## src/rtl/win_screen_drawer_if.sv

```systemverilog
// Signal bundle between the VGA timing/background side, the banner ROM and the win-screen compositor.
interface win_screen_drawer_if;
  logic        win_trigger;
  logic        frame_start;
  logic [9:0]  DrawX;
  logic [9:0]  DrawY;
  logic [23:0] bg_rgb;
  logic [14:0] rom_addr;
  logic [23:0] rom_data;
  logic [23:0] pixel_rgb;
  logic        active;
  logic        done;

  modport master (
    output win_trigger, frame_start, DrawX, DrawY, bg_rgb, rom_data,
    input  rom_addr, pixel_rgb, active, done
  );

  modport slave (
    input  win_trigger, frame_start, DrawX, DrawY, bg_rgb, rom_data,
    output rom_addr, pixel_rgb, active, done
  );
endinterface

```

## src/rtl/win_screen_drawer.sv

```systemverilog
// Win-banner compositor: generates sprite ROM addresses from the scan position, overlays ROM pixels
// on the background and reveals the banner top-down one step per frame before holding and finishing.
module win_screen_drawer #(
  parameter int IMG_W       = 169,
  parameter int IMG_H       = 150,
  parameter int POS_X       = 235,
  parameter int POS_Y       = 165,
  parameter int REVEAL_STEP = 2,
  parameter int HOLD_FRAMES = 180
) (
  input logic               Clk,
  input logic               Reset,
  win_screen_drawer_if.slave bus
);

  localparam logic [9:0] X_LO      = 10'(POS_X);
  localparam logic [9:0] X_HI      = 10'(POS_X + IMG_W - 1);
  localparam logic [9:0] Y_LO      = 10'(POS_Y);
  localparam logic [9:0] Y_HI      = 10'(POS_Y + IMG_H - 1);
  localparam logic [8:0] STEP9     = 9'(REVEAL_STEP);
  localparam logic [8:0] H9        = 9'(IMG_H);
  localparam logic [7:0] H8        = 8'(IMG_H);
  localparam logic [7:0] HOLD_LAST = 8'(HOLD_FRAMES - 1);

  typedef enum logic [1:0] {IDLE, REVEAL, HOLD, DONE} state_t;

  state_t      state, state_next;
  logic [7:0]  reveal_rows, rows_next;
  logic [7:0]  hold_cnt, hold_next;
  logic [8:0]  rows_sum;

  logic [9:0]  rel_x, rel_y;
  logic        in_win;
  logic [14:0] addr_calc;

  logic [14:0] rom_addr_q;
  logic        in_win_d1, in_win_d2;
  logic [23:0] bg_d1, bg_d2;
  logic [23:0] pixel_q;

  always_ff @(posedge Clk or posedge Reset) begin
    if (Reset) begin
      state       <= IDLE;
      reveal_rows <= 8'd0;
      hold_cnt    <= 8'd0;
    end else begin
      state       <= state_next;
      reveal_rows <= rows_next;
      hold_cnt    <= hold_next;
    end
  end

  // A trigger in IDLE/DONE takes priority over a coincident frame_start, so the reveal restarts at row 0.
  always_comb begin
    state_next = state;
    rows_next  = reveal_rows;
    hold_next  = hold_cnt;
    rows_sum   = {1'b0, reveal_rows} + STEP9;
    case (state)
      IDLE: begin
        if (bus.win_trigger) begin
          state_next = REVEAL;
          rows_next  = 8'd0;
          hold_next  = 8'd0;
        end
      end
      REVEAL: begin
        if (bus.frame_start) begin
          if (rows_sum >= H9) begin
            rows_next  = H8;
            state_next = HOLD;
          end else begin
            rows_next  = rows_sum[7:0];
          end
        end
      end
      HOLD: begin
        if (bus.frame_start) begin
          hold_next = hold_cnt + 8'd1;
          if (hold_cnt == HOLD_LAST) begin
            state_next = DONE;
          end
        end
      end
      DONE: begin
        if (bus.win_trigger) begin
          state_next = REVEAL;
          rows_next  = 8'd0;
          hold_next  = 8'd0;
        end
      end
      default: state_next = IDLE;
    endcase
  end

  assign rel_x = bus.DrawX - X_LO;
  assign rel_y = bus.DrawY - Y_LO;

  assign in_win = (bus.DrawX >= X_LO) && (bus.DrawX <= X_HI) &&
                  (bus.DrawY >= Y_LO) && (bus.DrawY <= Y_HI) &&
                  (rel_y < {2'b00, reveal_rows}) && (state != IDLE);

  // In-window offsets keep the product below 25350, so 15 bits hold it without wrap.
  assign addr_calc = 15'(rel_y) * 15'(IMG_W) + 15'(rel_x);

  // Flag and background ride two stages so they line up with the ROM word fetched for the same pixel.
  always_ff @(posedge Clk or posedge Reset) begin
    if (Reset) begin
      rom_addr_q <= 15'd0;
      in_win_d1  <= 1'b0;
      in_win_d2  <= 1'b0;
      bg_d1      <= 24'd0;
      bg_d2      <= 24'd0;
      pixel_q    <= 24'd0;
    end else begin
      rom_addr_q <= in_win ? addr_calc : 15'd0;
      in_win_d1  <= in_win;
      in_win_d2  <= in_win_d1;
      bg_d1      <= bus.bg_rgb;
      bg_d2      <= bg_d1;
      pixel_q    <= in_win_d2 ? bus.rom_data : bg_d2;
    end
  end

  assign bus.rom_addr  = rom_addr_q;
  assign bus.pixel_rgb = pixel_q;
  assign bus.active    = (state == REVEAL) || (state == HOLD);
  assign bus.done      = (state == DONE);

endmodule

```

## src/flat_wrapper.sv

```systemverilog
// flat-port wrapper written by rule: the top's interface ports become plain ports
module win_screen_drawer_flat 
#(
  parameter int IMG_W       = 169,
  parameter int IMG_H       = 150,
  parameter int POS_X       = 235,
  parameter int POS_Y       = 165,
  parameter int REVEAL_STEP = 2,
  parameter int HOLD_FRAMES = 180
)
  (Clk, Reset, bus_win_trigger, bus_frame_start, bus_DrawX, bus_DrawY, bus_bg_rgb, bus_rom_data, bus_rom_addr, bus_pixel_rgb, bus_active, bus_done);
  win_screen_drawer_if bus_i ();
  input logic Clk;
  input logic Reset;
  input wire logic [$bits(bus_i.win_trigger)-1:0] bus_win_trigger;
  input wire logic [$bits(bus_i.frame_start)-1:0] bus_frame_start;
  input wire logic [$bits(bus_i.DrawX)-1:0] bus_DrawX;
  input wire logic [$bits(bus_i.DrawY)-1:0] bus_DrawY;
  input wire logic [$bits(bus_i.bg_rgb)-1:0] bus_bg_rgb;
  input wire logic [$bits(bus_i.rom_data)-1:0] bus_rom_data;
  output wire logic [$bits(bus_i.rom_addr)-1:0] bus_rom_addr;
  output wire logic [$bits(bus_i.pixel_rgb)-1:0] bus_pixel_rgb;
  output wire logic [$bits(bus_i.active)-1:0] bus_active;
  output wire logic [$bits(bus_i.done)-1:0] bus_done;
  assign bus_i.win_trigger = bus_win_trigger;
  assign bus_i.frame_start = bus_frame_start;
  assign bus_i.DrawX = bus_DrawX;
  assign bus_i.DrawY = bus_DrawY;
  assign bus_i.bg_rgb = bus_bg_rgb;
  assign bus_i.rom_data = bus_rom_data;
  assign bus_rom_addr = bus_i.rom_addr;
  assign bus_pixel_rgb = bus_i.pixel_rgb;
  assign bus_active = bus_i.active;
  assign bus_done = bus_i.done;
  win_screen_drawer #(.IMG_W(IMG_W), .IMG_H(IMG_H), .POS_X(POS_X), .POS_Y(POS_Y), .REVEAL_STEP(REVEAL_STEP), .HOLD_FRAMES(HOLD_FRAMES)) u_core (.Clk(Clk), .Reset(Reset), .bus(bus_i));
endmodule
```

## config.mk

```make
export PLATFORM = sky130hd
export DESIGN_NAME = win_screen_drawer_flat
export DESIGN_NICKNAME = d
export VERILOG_FILES = /design/src/rtl/win_screen_drawer_if.sv /design/src/rtl/win_screen_drawer.sv /design/src/flat_wrapper.sv
export SDC_FILE = /design/constraint.sdc
export NUM_CORES = 1
export LEC_CHECK = 0
export CAP_MARGIN = 20
export CORE_UTILIZATION = 50
export CTS_CLUSTER_SIZE = 20
export DETAILED_ROUTE_END_ITERATION = 8
export GPL_ROUTABILITY_DRIVEN = 0
export PLACE_DENSITY = 0.88
export SYNTH_ARGS = -nofsm -noshare
export SYNTH_HDL_FRONTEND = slang
export SYNTH_SLANG_ARGS = --single-unit
```

## constraint.sdc

```tcl
create_clock -name Clk -period 4.4 [get_ports Clk]
set_input_delay 0.44 -clock Clk [delete_from_list [all_inputs] [get_ports Clk]]
set_output_delay 0.44 -clock Clk [all_outputs]
set_load 0.02 [all_outputs]
```

==> results of run 1 <==
-- cell type report --
cell class                      count  area, um^2
Timing Repair Buffer              179        1620
Tap cell                          143         179
Clock inverter                      5        40.0
Sequential cell                   106        2650
Inverter                           86         329
Fill cell                         759        3210
Multi-Input combinational cell    337        3160
Clock buffer                       11         233
-- kinds of logic (layout without fill, tap and decap cells) --
kind of cell | after synthesis | count (layout) | share of synthesized area
and+or+nand+nor | 116 | 116 | 0.0946
DFF | 106 | 106 | 0.454
buffers and inverters | 94 | 281 | 0.0625
adders and majority gates | 86 | 86 | 0.207
AOI/OAI and AO/OA | 85 | 85 | 0.0942
xor gates and xnor gates | 25 | 25 | 0.0398
muxes | 25 | 25 | 0.0479
-- power breakdown --
part	total [W]	internal, W	switching, W	leakage [nW]
sequential	0.00112	0.00105	0.0000676	1.30
combinational	0.00242	0.00113	0.00128	2.50
clock	0.000726	0.000388	0.000339	0.128
-- cells in the mapped netlist, types with 4 or more instances --
cell type | n | area, um^2
nand2b_1 | 6 | 37.5
clkbuf_1 | 5 | 18.8
nand3_1 | 9 | 45.0
ha_1 | 68 | 851
nand2_1 | 33 | 124
o31ai_1 | 8 | 60.1
a31oi_1 | 9 | 56.3
and3_1 | 5 | 31.3
a21o_1 | 4 | 30.0
a21oi_1 | 14 | 70.1
o21a_1 | 5 | 37.5
o21ai_0 | 12 | 60.1
xor2_1 | 9 | 78.8
inv_1 | 83 | 312
nor4_1 | 4 | 25.0
fa_1 | 18 | 360
mux2_2 | 24 | 270
nor3_1 | 12 | 60.1
o21ai_1 | 11 | 55.1
nor2_1 | 30 | 113
xnor2_1 | 15 | 131
nor2b_1 | 5 | 31.3
dfrtp_1 | 106 | 2650
-- through the flow --
stage / TNS, ps / power [W] / setup WS [ps] / instances / hold WS, ps
after CTS: 0 / 0.00413 / 1.84 / 861 / 349
after global routing: -49.7 / 0.00462 / -49.7 / 867 / 352
after detailed placement: -3900 / 0.00329 / -883 / 844 / 335
after global placement: -2700 / 0.00315 / -574 / 844 / 332
final: 0 / 0.00426 / 121 / 867 / 350
after floorplan: 0 / 0.00259 / 15.7 / 537 / 331
-- per-layer routing --
layer | global-route usage | wire (um) | up-vias | part of all wire
met5 | 0 | 0 | - | 0
met4 | 0.0658 | 227 | 0 | 0.017
met3 | 0.0482 | 685 | 22 | 0.052
met2 | 0.404 | 6930 | 160 | 0.53
met1 | 0.252 | 5290 | 2197 | 0.40
li1 | - | - | 2157 | -
-- critical path: cells and delay by family --
kind | cells | cell delay (ps)
AOI/OAI and AO/OA | 4 | 810
buffers and inverters | 3 | 620
adders and majority gates | 5 | 1730
xor gates and xnor gates | 1 | 260
and+or+nand+nor | 4 | 670
-- sequential cells by signal, indices dropped and copies added, names as in the netlist --
name and cells:
u_core.hold_cnt 8, u_core.state 2, u_core.reveal_rows 7, u_core.bus.rom_addr 15, u_core.bg_d1 24, u_core.in_win_d1 1
u_core.bg_d2 24, u_core.bus.pixel_rgb 24, u_core.in_win_d2 1
-- worst paths after layout --
kind / from / to / slack, ps / cells past startpoint
worst max-delay path: bus_DrawX[7] / u_core.bus.rom_addr[14] / 120 / 17
worst max register to register: u_core.reveal_rows[1] / u_core.reveal_rows[3] / 1910 / 7
max in group asynchronous: Reset / u_core.bus.pixel_rgb[2] / 2790 / 3
worst min-delay path: u_core.bg_d1[5] / u_core.bg_d2[5] / 350 / 0
min in group asynchronous: Reset / u_core.hold_cnt[1] / 660 / 2
worst min register to register: u_core.bg_d1[5] / u_core.bg_d2[5] / 350 / 0
-- cells in the final DEF (no fill, tap or decap), types with 3 or more instances in the layout --
| cell | instances |
|---|---|
| nor2b_1 | 4 |
| o211ai_1 | 3 |
| a21oi_2 | 3 |
| nand2b_1 | 4 |
| nor2_1 | 28 |
| fa_1 | 18 |
| dlymetal6s2s_1 | 6 |
| o21ai_1 | 8 |
| dfrtp_1 | 106 |
| clkbuf_16 | 9 |
| nor4_1 | 4 |
| clkbuf_2 | 3 |
| nand3_1 | 9 |
| a21oi_1 | 11 |
| ha_4 | 7 |
| and3_1 | 5 |
| o31ai_1 | 7 |
| inv_1 | 77 |
| a21o_1 | 4 |
| clkdlybuf4s50_1 | 97 |
| o21a_1 | 4 |
| o21ai_2 | 5 |
| nor3_1 | 12 |
| buf_4 | 68 |
| o21ai_0 | 10 |
| xnor2_1 | 11 |
| a31oi_1 | 6 |
| inv_2 | 7 |
| xor2_1 | 7 |
| nand2_1 | 32 |
| clkinvlp_4 | 3 |
| ha_1 | 60 |
| and2_1 | 3 |
| mux2_2 | 24 |
-- repair_timing --
action | CTS | global route
gates resized for setup | 27 | 53
pin swaps | 12 | 25
cloned | 0 | 0
endpoints found under the hold margin | 0 | 0
buffers inserted | 1 | 6
endpoints found under the setup margin | 5 | 5
==> key figures, run 1 <==
Logic synthesis
  – Post-Synthesis Cells: 537
  – Ys Warns: 0
  – Post-synth EDFFs: 0
  – Synth Flop Type: dfrtp_1
  – Netlist cell types: 51
  – Syn nets: ~700
  – Post-synthesis cell area: 5850 um^2
  – Synth async-reset ratio: 1.00
  – Post-synthesis sequential area ratio: 0.454
  – Synthesized area per cell: 10.9 um^2
  – Synth Register Bits: 106

Cells and area
  – Final #Nets: 877
  – Fin util: 0.719
  – Final instance area: 8210 um^2
  – Layout area overhead: 40.5%
  – Layout cells sized above 1: 0.225
  – # diodes: 0

Clock network
  – Skew-Pair Late Insertion Delay: 340 ps
  – CTS Hold Bufs: 0
  – Clock root buffer: clkbuf_16
  – Inserted Clock Buffers: 9
  – TritonCTS clock tree: built
  – Max clock buf depth: 2
  – Clock sink count: 106
  – H-tree depth reported by CTS: 3
  – Reg clk slew, reported paths: about 60 ps

STA
  – Final Skew: around 3.5 ps
  – RSZ-0062 raised after global routing: true
  – Max Freq: about 0.23 GHz
  – Max Slew Vio Count: 0
  – Setup Viol. Count Final: 0
  – Final period util: 0.972
  – Headroom to the max-slew limit: 0.365
  – Period minus WS final: 4280 ps
  – Final hold viol count: 0
  – Worst-Margin Slew: 953 ps

Placement
  – Post-DP Area: 7660 um^2
  – I/O Buffers: 112
  – HPWL after DPL: 9660 um

Critical path
  – Crit-path max cell delay: 540 ps
  – CP startpoint kind: input port
  – Critical path, cell by cell: clkdlybuf4s50_1, nand2_2, or3_4, and2_1, ha_2, ha_4, fa_1, inv_1, fa_1, inv_1, ha_4, a21o_1, a21oi_2, o31ai_4, o41ai_4, xnor3_1, nor2_1
  – Kind of critical path: in2reg
  – WP data arrival: 4530 ps
  – Critical-path top delay cell: fa_1
  – Worst path required time: 4650 ps
  – Critical-path maximum fanout: 2
  – Worst setup EP type: flip-flop

Global route
  – Grt ovf: 0
  – Largest net degree at the start of global routing: 75
  – Initial antenna violation count: 0
  – Tot GR Track Use: 0.219
  – Number of global-route vias before repair: ~4.6k
  – First-pass GRT wire length: 20,400 um

Detailed routing
  – Pre-antenna DRT Iters: 5
  – WL per Instance: 15.2 um
  – DRT iter0 DRCs: 224
  – Total number of vias: approximately 4.5k
  – Via density: 5.23
  – DRC: 0
  – Post-route ant nets: 0
  – Total Wirelength: 13,100 um

Outcome
  – Status: finished, final reports clean

Power and ir drop
  – Maximum vdd drop: between 0.3 and 0.4 mV
  – P_leak: 3.93 nW
  – Power Density: roughly 520 nW/um^2

Die
  – Die width: around 110 um
  – Full die area: 12,100 um^2
  – Core Region: 11,400 um^2
  – Die height: 110 um
  – Row Count: 39
  – Initial Util: 0.512
  – I/O pins: roughly 110

Job
  – Max-Cap Viols: 0

Hold path
  – HP Class: reg2reg
(Power assumes the default switching activity.)
==> run 2, diff against run 1 <==
CORE_UTILIZATION = 53   (was 50)
GPL_ROUTABILITY_DRIVEN = not set   (was 0)
PLACE_DENSITY = 0.92   (was 0.88)
clock period = 4 ns   (was 4.4 ns; I/O delays follow)
==> run 2 against run 1 <==
Compared with the run above: combinational power is 37% higher; hold slack worse by 56 ps; die area fell by 5.6%; critical path type unchanged; setup slack worse by 670 ps; largest cell class unchanged; the run now ends with negative setup slack left; non-clock buffer count grew 22; critical endpoint unchanged; critical path depth grew 2; clock-buffer cell count decreased by 2; core utilization up 8.9 points; sequential cell count did not move; total power is 24% higher; via count increased by 6.3%; cell count increased by 1.7%.
==> key figures, run 2 (synthesis results as in run 1) <==
Outcome
  – Status: finished with violations
  – Failing checks: negative setup slack

Critical path
  – FF-to-FF path depth: 7 (unchanged)
  – R2R Path Start: u_core.reveal_rows[1]
  – Worst path required time: 4290 ps (-360 ps)
  – Reg2reg end: u_core.reveal_rows[3]
  – Worst setup EP type: flip-flop
  – Crit path launch: bus_DrawY[0]
  – WP data arrival: 4830 ps (+300 ps)
  – Critical-path maximum fanout: 3 (+1)
  – CP startpoint kind: input port
  – Kind of critical path: in2reg
  – CP endpoint: u_core.bus.rom_addr[14]
  – Reg-to-reg slack, setup: 1510 ps (-400 ps)

Global route
  – First-pass GRT wire length: 23,800 um (+17%)
  – Tot GR Track Use: 0.274 (+0.0552)
  – Largest net degree at the start of global routing: 90 (+20%)
  – Grt ovf: 0 (unchanged)
  – Number of global-route vias before repair: 5,043 (+11%)
  – Initial antenna violation count: 0 (unchanged)

Placement
  – Gpl congestion: between 0.9 and 1
  – HPWL after DPL: 10,500 um (+8.6%)
  – I/O Buffers: 112 (unchanged)
  – Post-placement worst setup slack: -1090 ps (-202 ps)

STA
  – Setup_tns: -1520 ps (-1520 ps)
  – Max Slew Vio Count: 0 (unchanged)
  – Final Skew: 17.9 ps (+14.3 ps)
  – Final hold viol count: 0 (unchanged)
  – Headroom to the max-slew limit: 0.341 (-0.0232)
  – Final WS setup: -548 ps (-670 ps)
  – Final period util: 1.14
  – RSZ-0062 raised after global routing: true
  – Worst-Margin Slew: 988 ps (+34.8 ps)
  – Setup Viol. Count Final: 5 (+5)
  – Max Freq: roughly 0.22 GHz
  – Period minus WS final: 4550 ps

Detailed routing
  – WL per Instance: 18.1 um (+20%)
  – Total Wirelength: 16,000 um (+22%)
  – DRT iter0 DRCs: 312 (+39%)
  – Pre-antenna DRT Iters: 5 (unchanged)
  – Total number of vias: 4,821 (+6.3%)
  – Via density: 5.47 (+4.5%)
  – DRC: 0 (unchanged)
  – Post-route ant nets: 0 (unchanged)

Die
  – Full die area: 11,500 um^2 (-5.6%)
  – Die height: 107 um (-2.8%)
  – Row Count: 37 (-5.1%)
  – Core Region: 10,500 um^2 (-8.0%)
  – Die width: 107 um (-2.8%)
  – I/O pins: 113 (unchanged)
  – Initial Util: 0.556 (+0.0443)

Power and ir drop
  – P_leak: 4.01 nW (+2.1%)
  – Maximum vdd drop: 0.419 mV (+36%)
  – Power Density: 621 nW/um^2 (+20%)

Clock network
  – Inserted Clock Buffers: 9 (unchanged)
  – Clock root buffer: clkbuf_8
  – Max clock buf depth: 2 (unchanged)
  – Skew-Pair Late Insertion Delay: 360 ps (+20 ps)
  – Clock sink count: 106 (unchanged)
  – Reg clk slew, reported paths: 110 ps (+50 ps)
  – CTS Hold Bufs: 0 (unchanged)
  – H-tree depth reported by CTS: 3 (unchanged)
  – TritonCTS clock tree: built

Cells and area
  – Final #Nets: 899 (+2.5%)
  – Most common cell after layout, fill and taps aside: dfrtp_1
  – Layout area overhead: 45.3%
  – Commonest cells after routing, fill and taps aside: dfrtp_1 (106), clkdlybuf4s50_1 (98), buf_4 (82), inv_1 (71), ha_1 (53)
  – Layout cells sized above 1: 0.282 (+0.0564)
  – # diodes: 0 (unchanged)

Job
  – Max-Cap Viols: 0 (unchanged)

Hold path
  – HP Class: in2async
[run 2: changes by cell type in the layout (fill, tap and decap cells not counted), sizes merged, moves of 2 or more]
cell	delta
buf	+23
bufinv	+2
clkbuf	-2
dlygate4sd2	+4
dlymetal6s2s	-6
inv	+2
[run 2: how the worst min path moves through the flow]
stage	startpoint	to	slack (ps)	cells after the start
after floorplan	u_core.bg_d1[0]	u_core.bg_d2[0]	330	0
after global placement	u_core.bg_d1[9]	u_core.bg_d2[9]	330	0
after detailed placement	u_core.bg_d1[15]	u_core.bg_d2[15]	330	0
after CTS	u_core.bg_d1[15]	u_core.bg_d2[15]	350	0
after global routing	Reset	u_core.bus.rom_addr[0]	300	2
final	Reset	u_core.state[0]	290	2
[run 2: repair_timing]
action	CTS	global route
endpoints found under the setup margin	9	6
pin swaps	34	27
gates resized for setup	83	27
setup buffers	19	6
[run 2: final cells by class]
type                            count  area (um^2)
Tap cell                          136          170
Fill cell                         543         2020
Sequential cell                   106         2650
Clock buffer                        9          124
Timing Repair Buffer              201         1810
Inverter                           86          329
Multi-Input combinational cell    337         3300
Clock inverter                      7          108
[run 2: power breakdown]
| group | switching (W) | internal, W | leakage, nW | total, W |
|---|---|---|---|---|
| combinational | 0.00173 | 0.00158 | 2.59 | 0.00331 |
| sequential | 0.0000785 | 0.00115 | 1.30 | 0.00123 |
| clock | 0.000367 | 0.000364 | 0.114 | 0.000732 |
[run 2: per-stage QoR]
| step | utilization | total power [W] | cell area, um^2 | std cells | hold WS, ps |
|---|---|---|---|---|---|
| after global routing | 0.808 | 0.00561 | 8490 | 882 | 297 |
| final | 0.808 | 0.00527 | 8490 | 882 | 294 |
| after detailed placement | 0.733 | 0.00374 | 7700 | 840 | 335 |
| after CTS | 0.792 | 0.00481 | 8320 | 875 | 352 |
| after global placement | 0.733 | 0.00357 | 7700 | 840 | 332 |
| after floorplan | - | 0.00292 | 5980 | 537 | 331 |
[run 2: per-layer routing]
layer  part of all wire  routed length [um]  global-route usage
met5                  0                   0                   0
met2               0.52                8270               0.505
met3              0.060                 962              0.0474
met1               0.38                6160               0.315
met4              0.038                 607               0.106
[run 2: critical path, stage by stage]
cell and delay, ps:
buf_8 80, clkinvlp_4 90, ha_4 170, xnor2_1 460
ha_4 220, inv_2 40, fa_1 530, inv_2 60
fa_1 580, inv_2 60, fa_1 530, inv_2 60
ha_4 230, a21o_1 190, a21oi_4 150, o31ai_4 100
o41ai_2 390, xnor3_1 340, nor2_1 140
